--- src/rtl/axi_burst_master_if.sv ---
// AXI bus payload types and the initiator/responder interface used by axi_burst_master.
// Struct field widths are fixed here; instantiate the master with matching width parameters.
package axi_burst_master_pkg;

    localparam int unsigned AXI_IDW_W  = 4;
    localparam int unsigned AXI_IDR_W  = 4;
    localparam int unsigned AXI_ADDR_W = 4;
    localparam int unsigned AXI_DATA_W = 32;
    localparam int unsigned AXI_STRB_W = AXI_DATA_W / 8;

    typedef struct packed {
        logic [AXI_IDW_W-1:0]  awid;
        logic [AXI_ADDR_W-1:0] awaddr;
        logic [7:0]            awlen;
        logic [2:0]            awsize;
        logic [1:0]            awburst;
        logic                  awvalid;
        logic [AXI_DATA_W-1:0] wdata;
        logic [AXI_STRB_W-1:0] wstrb;
        logic                  wlast;
        logic                  wvalid;
        logic                  bready;
        logic [AXI_IDR_W-1:0]  arid;
        logic [AXI_ADDR_W-1:0] araddr;
        logic [7:0]            arlen;
        logic [2:0]            arsize;
        logic [1:0]            arburst;
        logic                  arvalid;
        logic                  rready;
    } axi_mosi_t;

    typedef struct packed {
        logic                  awready;
        logic                  wready;
        logic [AXI_IDW_W-1:0]  bid;
        logic [1:0]            bresp;
        logic                  bvalid;
        logic                  arready;
        logic [AXI_IDR_W-1:0]  rid;
        logic [AXI_DATA_W-1:0] rdata;
        logic [1:0]            rresp;
        logic                  rlast;
        logic                  rvalid;
    } axi_miso_t;

endpackage

interface axi_burst_master_if;
    import axi_burst_master_pkg::*;

    axi_mosi_t out_mosi_o;
    axi_miso_t out_miso_i;

    modport master (output out_mosi_o, input out_miso_i);
    modport slave  (input out_mosi_o, output out_miso_i);
endinterface

--- src/rtl/axi_burst_master.sv ---
// Single-outstanding AXI burst master: one command becomes one AW/W/B or AR/R transaction.
// W and R beats pass straight through between the local beat ports and the AXI bus.
module axi_burst_master
    import axi_burst_master_pkg::*;
#(
    parameter int unsigned ID_W_WIDTH     = 4,
    parameter int unsigned ID_R_WIDTH     = 4,
    parameter int unsigned ADDR_WIDTH     = 4,
    parameter int unsigned AXI_DATA_WIDTH = 32,
    parameter int unsigned BYTE_WIDTH     = 8,
    parameter int unsigned BATCH_WIDTH    = AXI_DATA_WIDTH / BYTE_WIDTH,
    parameter int unsigned MASTER_ID      = 0
) (
    input  logic                      clk_i,
    input  logic                      rst_n_i,
    input  logic                      cmd_valid_i,
    output logic                      cmd_ready_o,
    input  logic                      cmd_write_i,
    input  logic [ADDR_WIDTH-1:0]     cmd_addr_i,
    input  logic [7:0]                cmd_len_i,
    input  logic [1:0]                cmd_burst_i,
    input  logic                      wr_valid_i,
    output logic                      wr_ready_o,
    input  logic [AXI_DATA_WIDTH-1:0] wr_data_i,
    input  logic [BATCH_WIDTH-1:0]    wr_strb_i,
    output logic                      rd_valid_o,
    input  logic                      rd_ready_i,
    output logic [AXI_DATA_WIDTH-1:0] rd_data_o,
    output logic                      rd_last_o,
    output logic                      done_o,
    output logic [1:0]                resp_o,
    axi_burst_master_if.master        axi
);

    localparam logic [ID_W_WIDTH-1:0] AW_ID   = ID_W_WIDTH'(MASTER_ID);
    localparam logic [ID_R_WIDTH-1:0] AR_ID   = ID_R_WIDTH'(MASTER_ID);
    localparam logic [2:0]            AX_SIZE = 3'($clog2(BATCH_WIDTH));
    localparam logic [1:0]            OKAY    = 2'b00;

    typedef enum logic [2:0] {IDLE, AW, W, B, AR, R} state_e;

    state_e                  state_q, state_d;
    logic [ADDR_WIDTH-1:0]   addr_q;
    logic [7:0]              len_q;
    logic [1:0]              burst_q;
    logic [7:0]              beat_q;
    logic                    err_q;
    logic [1:0]              code_q;
    logic [1:0]              resp_q;

    logic                    capture;
    logic                    w_hs;
    logic                    r_hs;
    logic                    wlast;
    axi_mosi_t               mosi;
    axi_miso_t               miso;

    assign miso  = axi.out_miso_i;
    assign wlast = (beat_q == len_q);

    // State register
    always_ff @(posedge clk_i or negedge rst_n_i) begin
        if (!rst_n_i) state_q <= IDLE;
        else          state_q <= state_d;
    end

    // Next state, handshake gating and bus outputs
    always_comb begin
        state_d     = state_q;
        cmd_ready_o = 1'b0;
        wr_ready_o  = 1'b0;
        rd_valid_o  = 1'b0;
        done_o      = 1'b0;
        resp_o      = resp_q;
        capture     = 1'b0;
        w_hs        = 1'b0;
        r_hs        = 1'b0;

        mosi         = '0;
        mosi.awid    = AXI_IDW_W'(AW_ID);
        mosi.awaddr  = AXI_ADDR_W'(addr_q);
        mosi.awlen   = len_q;
        mosi.awsize  = AX_SIZE;
        mosi.awburst = burst_q;
        mosi.wdata   = AXI_DATA_W'(wr_data_i);
        mosi.wstrb   = AXI_STRB_W'(wr_strb_i);
        mosi.wlast   = wlast;
        mosi.arid    = AXI_IDR_W'(AR_ID);
        mosi.araddr  = AXI_ADDR_W'(addr_q);
        mosi.arlen   = len_q;
        mosi.arsize  = AX_SIZE;
        mosi.arburst = burst_q;

        unique case (state_q)
            IDLE: begin
                cmd_ready_o = 1'b1;
                if (cmd_valid_i) begin
                    capture = 1'b1;
                    state_d = cmd_write_i ? AW : AR;
                end
            end
            AW: begin
                mosi.awvalid = 1'b1;
                if (miso.awready) state_d = W;
            end
            W: begin
                mosi.wvalid = wr_valid_i;
                wr_ready_o  = miso.wready;
                if (wr_valid_i && miso.wready) begin
                    w_hs = 1'b1;
                    if (wlast) state_d = B;
                end
            end
            B: begin
                mosi.bready = 1'b1;
                if (miso.bvalid) begin
                    done_o  = 1'b1;
                    resp_o  = miso.bresp;
                    state_d = IDLE;
                end
            end
            AR: begin
                mosi.arvalid = 1'b1;
                if (miso.arready) state_d = R;
            end
            R: begin
                rd_valid_o  = miso.rvalid;
                mosi.rready = rd_ready_i;
                if (miso.rvalid && rd_ready_i) begin
                    r_hs = 1'b1;
                    if (miso.rlast) begin
                        done_o  = 1'b1;
                        resp_o  = err_q ? code_q : miso.rresp;
                        state_d = IDLE;
                    end
                end
            end
            default: state_d = IDLE;
        endcase
    end

    // Command capture, beat counting and response bookkeeping
    always_ff @(posedge clk_i or negedge rst_n_i) begin
        if (!rst_n_i) begin
            addr_q  <= '0;
            len_q   <= '0;
            burst_q <= '0;
            beat_q  <= '0;
            err_q   <= 1'b0;
            code_q  <= OKAY;
            resp_q  <= OKAY;
        end else begin
            if (capture) begin
                addr_q  <= cmd_addr_i;
                len_q   <= cmd_len_i;
                burst_q <= cmd_burst_i;
                beat_q  <= '0;
                err_q   <= 1'b0;
                code_q  <= OKAY;
            end
            if (w_hs) beat_q <= beat_q + 8'd1;
            // Only the first error response of a read burst is kept
            if (r_hs && (miso.rresp != OKAY) && !err_q) begin
                err_q  <= 1'b1;
                code_q <= miso.rresp;
            end
            if (done_o) resp_q <= resp_o;
        end
    end

    assign axi.out_mosi_o = mosi;
    assign rd_data_o      = AXI_DATA_WIDTH'(miso.rdata);
    assign rd_last_o      = miso.rlast;

    logic unused_ids;
    assign unused_ids = ^{miso.bid, miso.rid};

endmodule

--- src/flat_wrapper.sv ---
// flat-port wrapper written by rule: the top's interface ports become plain ports
module axi_burst_master_flat import axi_burst_master_pkg::*;
#(
    parameter int unsigned ID_W_WIDTH     = 4,
    parameter int unsigned ID_R_WIDTH     = 4,
    parameter int unsigned ADDR_WIDTH     = 4,
    parameter int unsigned AXI_DATA_WIDTH = 32,
    parameter int unsigned BYTE_WIDTH     = 8,
    parameter int unsigned BATCH_WIDTH    = AXI_DATA_WIDTH / BYTE_WIDTH,
    parameter int unsigned MASTER_ID      = 0
)
  (clk_i, rst_n_i, cmd_valid_i, cmd_ready_o, cmd_write_i, cmd_addr_i, cmd_len_i, cmd_burst_i, wr_valid_i, wr_ready_o, wr_data_i, wr_strb_i, rd_valid_o, rd_ready_i, rd_data_o, rd_last_o, done_o, resp_o, axi_out_mosi_o, axi_out_miso_i);
  axi_burst_master_if axi_i ();
  input  logic clk_i;
  input  logic rst_n_i;
  input  logic cmd_valid_i;
  output logic cmd_ready_o;
  input  logic cmd_write_i;
  input  logic [ADDR_WIDTH-1:0] cmd_addr_i;
  input  logic [7:0] cmd_len_i;
  input  logic [1:0] cmd_burst_i;
  input  logic wr_valid_i;
  output logic wr_ready_o;
  input  logic [AXI_DATA_WIDTH-1:0] wr_data_i;
  input  logic [BATCH_WIDTH-1:0] wr_strb_i;
  output logic rd_valid_o;
  input  logic rd_ready_i;
  output logic [AXI_DATA_WIDTH-1:0] rd_data_o;
  output logic rd_last_o;
  output logic done_o;
  output logic [1:0] resp_o;
  output wire logic [$bits(axi_i.out_mosi_o)-1:0] axi_out_mosi_o;
  input wire logic [$bits(axi_i.out_miso_i)-1:0] axi_out_miso_i;
  assign axi_out_mosi_o = axi_i.out_mosi_o;
  assign axi_i.out_miso_i = axi_out_miso_i;
  axi_burst_master #(.ID_W_WIDTH(ID_W_WIDTH), .ID_R_WIDTH(ID_R_WIDTH), .ADDR_WIDTH(ADDR_WIDTH), .AXI_DATA_WIDTH(AXI_DATA_WIDTH), .BYTE_WIDTH(BYTE_WIDTH), .BATCH_WIDTH(BATCH_WIDTH), .MASTER_ID(MASTER_ID)) u_core (.clk_i(clk_i), .rst_n_i(rst_n_i), .cmd_valid_i(cmd_valid_i), .cmd_ready_o(cmd_ready_o), .cmd_write_i(cmd_write_i), .cmd_addr_i(cmd_addr_i), .cmd_len_i(cmd_len_i), .cmd_burst_i(cmd_burst_i), .wr_valid_i(wr_valid_i), .wr_ready_o(wr_ready_o), .wr_data_i(wr_data_i), .wr_strb_i(wr_strb_i), .rd_valid_o(rd_valid_o), .rd_ready_i(rd_ready_i), .rd_data_o(rd_data_o), .rd_last_o(rd_last_o), .done_o(done_o), .resp_o(resp_o), .axi(axi_i));
endmodule
--- config.mk ---
export PLATFORM = sky130hd
export DESIGN_NAME = axi_burst_master_flat
export DESIGN_NICKNAME = d
export VERILOG_FILES = /design/src/rtl/axi_burst_master_if.sv /design/src/rtl/axi_burst_master.sv /design/src/flat_wrapper.sv
export SDC_FILE = /design/constraint.sdc
export NUM_CORES = 1
export LEC_CHECK = 0
export CAP_MARGIN = 10
export CORE_MARGIN = 3
export CORE_UTILIZATION = 30
export CTS_CLUSTER_SIZE = 28
export DETAILED_ROUTE_END_ITERATION = 8
export MAX_ROUTING_LAYER = met4
export PLACE_DENSITY = 0.89
export SETUP_SLACK_MARGIN = 0.1
export SLEW_MARGIN = 20
export SYNTH_ARGS = -nofsm -noshare
export SYNTH_HDL_FRONTEND = slang
export SYNTH_SLANG_ARGS = --single-unit
--- constraint.sdc ---
create_clock -name clk_i -period 3 [get_ports clk_i]
set_clock_uncertainty 0.15 [all_clocks]
set_input_delay 0.6 -clock clk_i [delete_from_list [all_inputs] [get_ports clk_i]]
set_output_delay 0.6 -clock clk_i [all_outputs]
set_load 0.005 [all_outputs]
Yosys cells after proc, flatten, opt, wreduce, memory -nomap -nowiden
Cells that the tools add are included.

Logic and storage cells: 72. Register bits: 30.

Reduce and logical (&&, ||, !) cells: 10. Add/subtract/negate cells: 1. Equality and inequality tests: 14. Mux-type cells: 39.

Operators by type and width (number): two-way mux 3 bit (9); two-way mux 1 bit (19); case mux 3 bit (6 select lines) (1); two-way mux 8 bit (2); two-way mux 2 bit (6); inequality test 2 bit, second input constant (5); adder 8 x 1 -> 8 bit, second input constant (1); == test 8 bit (1); AND reduction 8 bit (1); == test 3 x 2 -> 1 bit, second input constant (2); == test 3 bit, second input constant (2); inequality test 2 x 1 -> 1 bit, second input constant (3); nonzero test 2 bit (3); logical AND 1 bit (4); case mux 2 bit (2 select lines) (1); == test 3 x 1 -> 1 bit, second input constant (1); logical NOT 3 bit (1); case mux 1 bit (2 select lines) (1); logical NOT 1 bit (1).

Logic depth before layout (Yosys ltp)
Gate-level depths: netlist of run 1.

Depth in word-level cells: 6. Mapped depth: 6. Gate-level depth less buffers: 5.

Worst setup path before layout of run 1
No wires, ideal clock.

Path kind: reg-to-output. Start point: register u_core.state_q[2]. End point: output resp_o[0]. Path buffers: 1. Required time: 2250 ps. Data arrival time: 1429 ps. Stages on the path, launching flop included: 6. Path slack: 821 ps. Cells stage by stage: dfrtp_1 -> buf_2 -> and3b_1 -> a22oi_1 -> o21ai_1 -> a221o_1.

Word-level cells in the longest chain between the ends: 2. Elaborated cells between the ends (all ways): 3. Those cells by class: eq/ne: 2; mux: 1.

Ends and longest elaborated chain: from (decl) (line axi_burst_master.sv:42) `state_e state_q, state_d;`; from (signal assigned) (line axi_burst_master.sv:64) `else state_q <= state_d;`; == test 3 bit / == test 3 x 2 -> 1 bit (equally long branches) (line axi_burst_master.sv:94) `unique case (state_q)`; case mux 2 bit (2 select lines) (*) (line axi_burst_master.sv:94); to (decl) (line flat_wrapper.sv:31) `output logic [1:0] resp_o;`.

Mark *: on every way between the ends. The rest lies on a longest branch, timed or not.

Final worst setup path of run 1
Start point: input axi_out_miso_i[1]. End point: output resp_o[1].

Word-level cells in the longest chain between the ends: 3.

Ends and longest elaborated chain: from (decl) (line flat_wrapper.sv:33) `input wire logic [$bits(axi_i.out_miso_i)-1:0] axi_out_miso_i;`; two-way mux 2 bit (line axi_burst_master.sv:131) `if (miso.rlast) begin`; two-way mux 2 bit (line axi_burst_master.sv:129) `if (miso.rvalid && rd_ready_i) begin`; case mux 2 bit (2 select lines) (line axi_burst_master.sv:94).

Every way passes these cells.

==> results of run 1 <==
## per-stage QoR
step                      hold WS [ps]  power [mW]  std cells
after global routing             369.5       2.472        376
after CTS                        350.9       2.308        376
after detailed placement         342.3       1.937        364
final                            343.6       2.271        376
after global placement           330.2       1.899        364
after floorplan                  154.4       1.438        287
## layout make-up
cell class                      count  area (um2)  share of cell area [%]
Clock buffer                        7       86.33                   3.202
Clock inverter                      1       5.005                  0.1856
Inverter                            3       11.26                  0.4176
Multi-Input combinational cell    149       894.6                   33.18
Sequential cell                    30       750.7                   27.84
Tap cell                           99       123.9                   4.594
Timing Repair Buffer               87       824.5                   30.58
## cell usage after synthesis (2+ instances only)
| cell type | number | share of area [%] |
|---|---|---|
| a22o_1 | 2 | 0.74 |
| inv_1 | 3 | 0.48 |
| a32o_1 | 2 | 0.85 |
| and3b_1 | 2 | 0.74 |
| a221o_1 | 4 | 1.7 |
| buf_2 | 2 | 0.42 |
| nor3_1 | 6 | 1.3 |
| and2_1 | 5 | 1.3 |
| nand3_1 | 4 | 0.85 |
| nor3b_1 | 2 | 0.64 |
| dfrtp_1 | 30 | 32 |
| a21oi_1 | 4 | 0.85 |
| nand3b_1 | 3 | 0.95 |
| buf_4 | 99 | 31 |
| nand2_1 | 54 | 8.6 |
| conb_1 | 2 | 0.32 |
| clkbuf_1 | 4 | 0.64 |
| nand4_1 | 3 | 0.79 |
| xnor2_1 | 8 | 3.0 |
| o21ai_0 | 5 | 1.1 |
| nor2_1 | 6 | 0.95 |
| a31oi_1 | 2 | 0.53 |
| mux2_2 | 2 | 0.95 |
| mux2i_1 | 5 | 2.1 |
| and4b_1 | 2 | 0.85 |
## registers in the layout, summed over array words and instances, names as in the netlist
| signal | cells |
|---|---|
| u_core.beat_q | 8 |
| u_core.len_q | 8 |
| u_core.addr_q | 4 |
| u_core.state_q | 3 |
| u_core.burst_q | 2 |
| u_core.code_q | 2 |
| u_core.resp_q | 2 |
| u_core.err_q | 1 |
## placed cells by master (no fill, tap or decap), types with 3 or more instances in the layout
master and instances:
nand4_1 3, and2_1 5, a21oi_1 4, conb_1 14
inv_1 3, mux2i_1 5, buf_4 17, nand2_1 54
nor2_1 6, nand3b_1 3, nand3_1 4, o21ai_0 5
nor3_1 6, dlygate4sd2_1 3, clkdlybuf4s50_1 67, xnor2_1 8
clkbuf_8 6, dfrtp_1 30, a221o_1 4
## logic make-up after synthesis
logic type               after synthesis  share of synthesized area, %
buffers and inverters                108                         33.00
AND/OR/NAND/NOR                       93                         20.02
flip-flops                            30                         31.78
AO/OA/AOI/OAI                         26                         8.316
XOR/XNOR                               8                         2.966
multiplexers                           7                         3.072
other                                  2                        0.3179
adder cells (fa/ha/maj)                1                        0.5296
## per-layer routing
layer	global-route usage [%]	wire length, um	vias up
li1	-	-	804
met5	-	0	-
met4	6.490	195	0
met3	3.745	501	24
met1	12.57	2089	793
met2	21.20	2664	101
## worst max-delay path by stage
stage / endpoint / slack, ps
after floorplan: resp_o[0] / 820
after global placement: resp_o[0] / 5
after detailed placement: resp_o[0] / -10
after CTS: resp_o[0] / 250
after global routing: resp_o[0] / 140
final: resp_o[1] / 210
## repair_timing
| item | CTS | global route |
|---|---|---|
| hold endpoints to repair | 0 | 0 |
| buffers inserted | 4 | 0 |
| setup endpoints to repair | 3 | 0 |
| gates resized for setup | 5 | 0 |
## worst max-delay path, stage by stage
cell	delay, ps
clkdlybuf4s50_1	510
nand3_1	110
a22oi_2	170
o21ai_2	100
a221o_1	290
dlygate4sd2_1	260
## where the power goes
part / leakage (nW) / switching, mW / internal, mW
logic: 0.754 / 0.484 / 0.735
clock network: 0.0482 / 0.146 / 0.185
registers: 0.392 / 0.162 / 0.559
==> results by group, run 1 <==
Pwr
  • Maximum vdd ir drop: between 0.0002 and 0.0003 V
  • Leakage power: about 1.2 nW
  • PwrDens: ~840 nW/um2

Final layout
  • # fillers: between 700 and 800
  • Share of cells above drive strength 1: approximately an eighth
  • Post-route cell area: ~2700 um2
  • Final core utilization: around 36%
  • Area Overhead vs Synth: 14.14%
  • Nets@finish: about 380
  • Diodes inserted: 0

Timing
  • Post-Route Setup TNS: 0 ps
  • Final worst slack: 214.1 ps
  • Fin. Hold Viols: 0
  • Final setup vio count: 0
  • RSZ-0062 raised after global routing: no
  • Final Cycle Share: 92.86%
  • Period minus WS final: 2786 ps
  • Max Slew Vio Count: 0
  • F_max: roughly 360 MHz

Setup path
  • RR Startpoint: u_core.state_q[1]$_DFFE_PN0P_
  • Worst EP required: about 2300 ps
  • Setup crit start: axi_out_miso_i[1]
  • Nature of the critical path startpoint: input port
  • CP Class: in2out
  • R2R setup slack: 940 ps
  • Critical path capture point type: output port
  • Crit-path max FO: 3
  • R2R Path End: u_core.state_q[0]$_DFFE_PN0P_
  • R2R cell count: 9
  • Arrival time worst endpoint: a little over 2000 ps

GRT
  • Vias in the first global route: 1695
  • Initial antenna violation count: 0
  • Total congestion overflow: 0
  • Largest net degree at the start of global routing: 31
  • Total GRT Usage: 12.32%
  • First-pass GRT wire length: about 8300 um

Place
  • PortBufs: 70
  • Cell Area, Placed: ~2600 um2
  • HPWL after DPL: between 4000 and 5000 um
  • Worst slack, placed: -13.34 ps
  • RD Place Congestion: just under 0.8

Hold path
  • Worst Hold Launch: u_core.beat_q[7]$_DFFE_PN0P_
  • Hold crit path type: reg2reg
  • Hold Path Sink: u_core.beat_q[7]$_DFFE_PN0P_
  • Hold Crit Depth: 1

Floorplanning
  • Die Span X: about 95 um
  • IO Pins: ~230
  • Rows: 31
  • Die Height: 94.74 um
  • Starting Density: between 30% and 40%
  • Core area: approximately 7400 um2
  • Die Area: approximately 9000 um2

Logic synthesis
  • Synth cell types: 39
  • Synth Instances: around 280
  • Async set-reset flop share out of synthesis: 100.0%
  • Number of synthesized flops with an enable pin: 0
  • Post-Syn Area: roughly 2400 um2
  • Seq cells post-synth: 30
  • Mean cell area of the mapped netlist: 8.590 um2
  • Post-synthesis sequential area ratio: a little under a third
  • Synth Warn #: 0
  • Primary FF master, synth: dfrtp_1

Clock network
  • CTS tree: yes
  • Root Buffer Master: clkbuf_8
  • Hold_buf cts: 0
  • Worst skew pair latency: ~270 ps
  • H-tree levels: 2
  • Clk sinks: 30
  • Clock transition at path regs: 70 ps
  • Cts bufs inserted: 5
  • Bufs on Longest Clock Path: 2

Route
  • DRT Pass-1 Iters: 4
  • Iteration-0 DRC Markers: just over 60
  • Drt drc: 0
  • Total Wirelength: ~5500 um
  • Remaining antenna violation count: 0
  • DR vias/cell: between 4 and 5
  • Post-detailed-route wirelength per cell: 14.50 um
  • Via Count: roughly 1.7k

Status
  • Status: complete, no violations

Flow run
  • Max_cap viols: 0
Note: power is estimated with default switching activity, not from simulation.
==> run 2: changes to the inputs <==
- CORE_UTILIZATION: 30 -> 27
- PLACE_DENSITY: 0.89 -> 0.85
- clock period: 3 -> 2.5 ns (I/O delays scaled with it)
==> results by group, run 2 (synthesis results as in run 1) <==
Pwr
  • Clk pwr share: 14.2%
  • Internal power: 1.849 mW
  • Final Power: 2.844 mW
  • Leakage power: about 1.3 nW
  • Sequential power share: roughly 31%
  • Combinational fraction of design power: between 50% and 60%
  • Sw frac: approximately a third
  • Maximum vdd ir drop: around 0.00032 V
  • Psw: ~1000 uW
  • PwrDens: around 1000 nW/um2

Route
  • Drt drc: 0
  • DR vias/cell: ~4.5
  • Total Wirelength: between 5000 and 6000 um
  • Post-detailed-route wirelength per cell: around 14 um
  • DRT Pass-1 Iters: 4
  • Remaining antenna violation count: 0
  • Via Count: approximately 1.8k
  • Iteration-0 DRC Markers: 62

Clock network
  • H-tree levels: 2
  • Clk sinks: 30
  • Clock transition at path regs: approximately 70 ps
  • Cts bufs inserted: 5
  • Worst skew pair latency: 280 ps
  • Hold_buf cts: 0
  • Bufs on Longest Clock Path: 2
  • CTS tree: yes
  • Root Buffer Master: clkbuf_8

GRT
  • Largest net degree at the start of global routing: 31
  • First-pass GRT wire length: about 8600 um
  • Total congestion overflow: 0
  • Total GRT Usage: 11.25%
  • Vias in the first global route: between 1.5k and 2k
  • Initial antenna violation count: 0

Setup path
  • Crit-path max FO: 4
  • CP Class: reg2out
  • Arrival time worst endpoint: 1780 ps
  • Critical path capture point type: output port
  • Worst EP required: about 1900 ps
  • Nature of the critical path startpoint: flip-flop

Timing
  • RSZ-0062 raised after global routing: yes
  • Period minus WS final: 2428 ps
  • Final setup vio count: 0
  • Fin. Hold Viols: 0
  • Hold Slack: between 300 and 400 ps
  • Max Slew Vio Count: 0
  • F_max: 411.8 MHz
  • Post-Route Setup TNS: 0 ps
  • Final Cycle Share: between 90% and 100%

Floorplanning
  • Rows: 33
  • Die Area: a little under 10000 um2
  • Die Span X: 99.54 um
  • Core area: 8341 um2
  • Die Height: between 90 and 100 um
  • Starting Density: between 20% and 30%
  • IO Pins: 229

Hold path
  • Hold crit path type: reg2reg

Final layout
  • Area Overhead vs Synth: 19.65%
  • # fillers: 857
  • Share of cells above drive strength 1: between 20% and 30%
  • Final core utilization: between 30% and 40%
  • Commonest cells after routing, fill and taps aside: 61 x clkdlybuf4s50_1, 54 x nand2_1, 28 x dfrtp_1, 27 x buf_4, 14 x conb_1
  • Diodes inserted: 0
  • Nets@finish: slightly below 400
  • Most common cell after layout, fill and taps aside: clkdlybuf4s50_1
  • Largest regs: u_core.beat_q (8), u_core.len_q (8), u_core.addr_q (4)

Place
  • HPWL after DPL: about 4300 um
  • PortBufs: 70
  • RD Place Congestion: between 0.8 and 0.9

Flow run
  • Max_cap viols: 0

Status
  • Status: complete, no violations
run 2: cell types whose count changed in the layout (fill, tap and decap cells not counted), moves of 2 or more:
cell	delta
dfrtp_1	-2
clkdlybuf4s50_1	-6
buf_4	+10
buf_6	+2
dfrtp_2	+2
and3b_1	-2
clkbuf_2	+2
and3b_2	+2
dlymetal6s2s_1	+2
run 2: worst paths after layout:
kind | cells after the start | start | slack [ps] | to
setup / recovery | 6 | u_core.state_q[1]$_DFFE_PN0P_ | 70 | resp_o[0]
hold / removal | 2 | u_core.burst_q[1]$_DFFE_PN0P_ | 350 | u_core.burst_q[1]$_DFFE_PN0P_
setup reg to reg | 6 | u_core.state_q[0]$_DFFE_PN0P_ | 400 | u_core.beat_q[6]$_DFFE_PN0P_
hold reg to reg | 2 | u_core.burst_q[1]$_DFFE_PN0P_ | 350 | u_core.burst_q[1]$_DFFE_PN0P_
max in group asynchronous | 2 | rst_n_i | 1410 | u_core.len_q[2]$_DFFE_PN0P_
min in group asynchronous | 2 | rst_n_i | 470 | u_core.code_q[1]$_DFFE_PN0P_
run 2: critical path, stage by stage (launching register included):
cell and delay (ps):
dfrtp_1 400, and3b_2 240, a22oi_2 220, o21ai_2 100, buf_4 140, a221o_1 280, buf_2 130
run 2: per-stage QoR:
step	setup WS (ps)	instances	instance area (um2)
after floorplan	420.8	287	2407
after global placement	-292.4	375	2615
after detailed placement	-393.6	375	2615
after CTS	75.22	392	2801
after global routing	-16.27	394	2826
final	71.78	394	2826
run 2: final cells by class:
cell class | count | area (um2) | share of cell area [%]
Multi-Input combinational cell | 149 | 928.4 | 32.85
Timing Repair Buffer | 99 | 910.9 | 32.23
Sequential cell | 30 | 753.2 | 26.65
Tap cell | 105 | 131.4 | 4.648
Clock buffer | 7 | 86.33 | 3.054
Inverter | 3 | 11.26 | 0.3984
Clock inverter | 1 | 5.005 | 0.1771
run 2: metal layers:
metal	up-vias	wire [um]	track usage, %
met5	-	0	-
met4	0	235	5.357
met3	34	524	3.997
met2	94	2686	18.08
met1	808	2223	12.42
li1	824	-	-
run 2: what timing repair did:
action | in CTS | in global routing
endpoints found under the hold margin | 0 | 0
pin swaps | 4 | 3
buffers inserted | 9 | 2
gates resized for setup | 23 | 8
setup endpoints to repair | 6 | 8
run 2: power groups by stage:
stage | clock network, mW | registers, mW | logic (mW)
final | 0.404 | 0.869 | 1.57
after global routing | 0.447 | 0.903 | 1.72
after global placement | 0 | 0.867 | 1.44
after floorplan | 0 | 0.836 | 0.889
after detailed placement | 0 | 0.874 | 1.46
after CTS | 0.426 | 0.869 | 1.56
